[config.mk]
export PLATFORM = sky130hd
export DESIGN_NAME = down_timer
export DESIGN_NICKNAME = d
export VERILOG_FILES = /design/src/rtl/timer_pkg.sv /design/src/rtl/down_timer.sv
export SDC_FILE = /design/constraint.sdc
export NUM_CORES = 1
export LEC_CHECK = 0
export ABC_AREA = 1
export CAP_MARGIN = 5
export CORE_ASPECT_RATIO = 1.1
export CORE_MARGIN = 3
export CORE_UTILIZATION = 55
export DETAILED_ROUTE_END_ITERATION = 7
export HOLD_SLACK_MARGIN = 0.05
export PLACE_DENSITY = 0.8
export SLEW_MARGIN = 20
export SYNTH_ARGS = -nofsm -noshare
export SYNTH_HDL_FRONTEND = slang
export SYNTH_SLANG_ARGS = --single-unit
[constraint.sdc]
create_clock -name clk -period 2.3 [get_ports clk]
set_input_delay 0.23 -clock clk [delete_from_list [all_inputs] [get_ports clk]]
set_output_delay 0.23 -clock clk [all_outputs]
set_load 0.02 [all_outputs]
[src/rtl/timer_pkg.sv]
// Shared definitions for the timing block: FSM state encoding and default widths.
package timer_pkg;

    localparam int unsigned TIMER_WIDTH_DEF = 16;

    typedef enum logic [1:0] {
        ST_IDLE,
        ST_RUN,
        ST_DONE
    } timer_state_e;

endpackage

[src/rtl/down_timer.sv]
// Loadable down-counting timer with one-shot and auto-reload modes; TC pulses one cycle
// after the enabled edge that consumes the last count.
module down_timer
    import timer_pkg::*;
#(
    parameter int unsigned WIDTH = TIMER_WIDTH_DEF
) (
    input  logic             clk,
    input  logic             reset,
    input  logic             en,
    input  logic             load,
    input  logic [WIDTH-1:0] preset,
    input  logic             start,
    input  logic             stop,
    input  logic             periodic,
    output logic [WIDTH-1:0] q,
    output logic             TC,
    output logic             busy,
    output logic             done
);

    timer_state_e     state_q, state_d;
    logic [WIDTH-1:0] count_q, count_d;
    logic [WIDTH-1:0] reload_q, reload_d;
    logic             mode_q, mode_d;
    logic             tc_d;

    always_comb begin
        state_d  = state_q;
        count_d  = count_q;
        reload_d = reload_q;
        mode_d   = mode_q;
        tc_d     = 1'b0;

        unique case (state_q)
            ST_IDLE: begin
                if (stop) begin
                    state_d = ST_IDLE;
                end else if (load) begin
                    reload_d = preset;
                    count_d  = preset;
                end else if (start && (count_q != '0)) begin
                    state_d = ST_RUN;
                    mode_d  = periodic;
                end
            end

            ST_RUN: begin
                if (stop) begin
                    state_d = ST_IDLE;
                end else if (load) begin
                    reload_d = preset;
                    count_d  = preset;
                    if (preset == '0) begin
                        state_d = ST_IDLE;
                    end
                end else if (en) begin
                    if (count_q > WIDTH'(1)) begin
                        count_d = count_q - WIDTH'(1);
                    end else begin
                        tc_d = 1'b1;
                        // A zero reload cannot sustain a period, so it expires like one-shot.
                        if (mode_q && (reload_q != '0)) begin
                            count_d = reload_q;
                        end else begin
                            count_d = '0;
                            state_d = ST_DONE;
                        end
                    end
                end
            end

            ST_DONE: begin
                if (stop) begin
                    state_d = ST_IDLE;
                end else if (load) begin
                    reload_d = preset;
                    count_d  = preset;
                    state_d  = ST_IDLE;
                end else if (start && (reload_q != '0)) begin
                    count_d = reload_q;
                    mode_d  = periodic;
                    state_d = ST_RUN;
                end
            end

            default: begin
                state_d = ST_IDLE;
                count_d = '0;
            end
        endcase
    end

    always_ff @(posedge clk or posedge reset) begin
        if (reset) begin
            state_q  <= ST_IDLE;
            count_q  <= '0;
            reload_q <= '0;
            mode_q   <= 1'b0;
            TC       <= 1'b0;
            busy     <= 1'b0;
            done     <= 1'b0;
        end else begin
            state_q  <= state_d;
            count_q  <= count_d;
            reload_q <= reload_d;
            mode_q   <= mode_d;
            TC       <= tc_d;
            busy     <= (state_d == ST_RUN);
            done     <= (state_d == ST_DONE);
        end
    end

    assign q = count_q;

endmodule
==> flow_summary.ini <==
[floorplanning]
die_y_um = 83.1
io_pins = 42
dieArea_um2 = 6330
rows = 27
start_util_pct = 58.3
die_w_um = 76.1
fp.coreArea_um2 = 5100

[grt]
grt_max_degree = 39
gr-total-overflow = 0
grt_pass1_wl_mm = 13.3
grt_pass1_vias = 2704
antenna_found_initial = 0
grt_usage_pct = 25.7

[outcome]
status = finished, final reports clean

[logic_synthesis]
ys.flop_type = dfrtp_1
ys_async_sr_fraction_pct = 100
synth_area_leader_cell = dfrtp_1
synth_edf_count = 0
syn_area_um2 = 2980
yosysSeqAreaShare_pct = 32.0
synth_most_common_cell = nand2_1
synthTopCellsByArea = dfrtp_1 (32%), nand2_1 (23%), nor2_1 (9.8%)
syn_avg_cell_area_um2 = 6.20
synth_top_area_share_pct = 32.0
synth_commonest_cells = nand2_1 (183), nor2_1 (78), dfrtp_1 (38), inv_1 (36), nand3_1 (25)
synth_nets = 506
syn_inst = 480
synth_seq_cells = 38
synth_cell_type_count = 30
ys_warn_count = 0

[pwr]
ir_worst_vdd_mv = 0.379
power_mw = 2.35
comb_power_share_pct = 40.2
pwr-share-seq_pct = 39.1
p_leak_nw = 1.75
switchingPower_mw = 0.968
power_density_nw_per_um2 = 669
clockPowerShare_pct = 20.8
internal-power_mw = 1.38
swShare_pct = 41.2

[clocking]
postCtsHoldBufs = 0
cts_setup_buffers = 0
cts_inserted_buffers = 5
htree_num_levels = 2
clk_latency_ns = 0.29
cts_resized = 0
cts_sinks = 38
clk_pin_slew_ns = 0.09
cts_buffer_depth = 2
cts_tree = done
cts-root-buf = clkbuf_8

[run]
max_cap_violations = 0

[placed_design]
gp_congestion = 0.912
io_buffers = 41
dp_slack_ns = 0.203
dp.cells = 579
hpwl_mm = 5.95

[setup_path]
cp-start-kind = flip-flop
critical-path-top-delay-family = simple AND/OR/NAND/NOR gates
cp-end-kind = flip-flop
slowest_delay_ns = 0.42
arrival_ns = 2.29
cp_max_fo = 12
crit_top_cell = nand2_1
cp.buffers_inverters = 3
crit_slowest_cell = dfrtp_1
worstSetupPathType = reg2reg
cp_data_required_time_ns = 2.48
crit_chain = inv_1 -> ha_1 -> nor2_1 -> inv_1 -> nand4_1 -> nor2_4 -> buf_4 -> nand2_1 -> nand2_1 -> nand2_1 -> nand2_1 -> nand2_1 -> nand2_1 -> nand2_1

[final_layout]
fillers = 474
syn_to_final_growth_pct = 18.0
drive_above_1_share_pct = 9.09
regArea_um2 = 951
n_antenna_cell = 0
nNetsFinal = 542
final_cells = 589
multiInputGateArea_um2 = 1780

[sta]
slew_headroom_pct = 64.9
setup-violations-final = 0
maxSlewViolCount = 0
finalHoldViolations = 0
finClkSkew_ns = 0.0114
period_share_pct = 91.6
worstMarginPinSlew_ns = 0.526
fmax_ghz = 0.474
fin_ws_ns = 0.192
period_minus_slack_ns = 2.11
rsz0062_at_grt = false
tns_ns = 0

[drt]
vias = 3045
ant_nets = 0
wl_mm = 7.96
viasPerCell = 5.17
first_pass_iters = 5
drc_errors = 0
wire_per_inst_um = 13.5
dr.first_iter.drc_count = 225

[hold_path]
hp-class = in2async
[power groups by stage]
| stage | Sequential, mW | Combinational, mW | Clock [mW] |
|---|---|---|---|
| after CTS | 0.915 | 0.939 | 0.501 |
| final | 0.918 | 0.944 | 0.488 |
| after global routing | 0.935 | 1.06 | 0.531 |
| after global placement | 0.923 | 0.925 | 0 |
| after detailed placement | 0.928 | 0.933 | 0 |
| after floorplan | 0.955 | 0.591 | 0 |
[final cells by class]
type | count | area share, %
clock buffer | 6 | 2.35
tap | 72 | 2.57
clock inverter | 2 | 0.356
inverter | 40 | 4.28
sequential | 38 | 27.1
timing repair buffer | 46 | 12.8
multi-input combinational | 385 | 50.6
[flip-flops by register name (all words and copies together), names as in the netlist]
register  count
reload_q     16
done          1
state_q       2
q            16
busy          1
TC            1
mode_q        1
[worst min-delay path: stages]
cell and delay [ns]:
clkdlybuf4s50_1 0.39, inv_1 0.05, buf_4 0.42
[logic make-up (layout without fill, tap and decap cells)]
kind of cell               Yosys count  in the layout  share of synthesized area (%)
DFF                                 38             38                           32.0
xor gates and xnor gates             6              6                           1.77
AOI/OAI and AO/OA                   57             57                           11.3
adders and majority gates            3              3                           1.26
buffers and inverters               57             94                           8.33
and+or+nand+nor                    319            319                           45.4
[routing by layer]
metal / up-vias / wire (µm) / GRT usage, %
li1: 1581 / - / -
met1: 1335 / 3970 / 39.2
met2: 120 / 3380 / 37.0
met3: 9 / 499 / 4.45
met4: 0 / 105 / 7.58
met5: - / 0 / 0
[final timing paths]
check / from / endpoint / slack (ns) / cells past startpoint
max: q[0]$_DFFE_PP0P_ / q[10]$_DFFE_PP0P_ / 0.19 / 14
min reg2reg: q[1]$_DFFE_PP0P_ / q[1]$_DFFE_PP0P_ / 0.55 / 2
max reg2reg: q[0]$_DFFE_PP0P_ / q[10]$_DFFE_PP0P_ / 0.19 / 14
min: reset / q[4]$_DFFE_PP0P_ / 0.35 / 3
max in group asynchronous: reset / reload_q[11]$_DFFE_PP0P_ / 1.60 / 3
min in group clk: periodic / mode_q$_DFFE_PP0P_ / 0.49 / 3
[metrics by stage]
| stage | hold WS, ns | utilization (%) | instance area (µm²) |
|---|---|---|---|
| after floorplan | 0.300 | - | 2980 |
| after CTS | 0.370 | 68.5 | 3500 |
| final | 0.351 | 68.8 | 3510 |
| after global placement | 0.520 | 66.7 | 3400 |
| after detailed placement | 0.534 | 66.7 | 3400 |
| after global routing | 0.396 | 68.8 | 3510 |
[cell usage in the layout (no fill, tap or decap)]
cell type,count
nand4_4,1
a221oi_1,1
nor2_4,4
nor3_2,1
o21ai_0,19
buf_4,5
clkinvlp_4,1
a21oi_1,22
nor3_1,4
nand4_1,8
o21ai_1,1
inv_1,36
nor2_2,4
o21bai_1,1
dfrtp_1,38
ha_1,3
clkbuf_8,6
xnor2_1,1
nand3b_1,2
clkinv_2,1
clkdlybuf4s50_1,41
nand3_2,1
nor2_1,78
inv_2,4
o22ai_1,2
nand3_1,25
a21oi_2,11
xor2_1,5
nand2_1,183
nand2_2,8
Note: power is estimated with default switching activity, not from simulation.
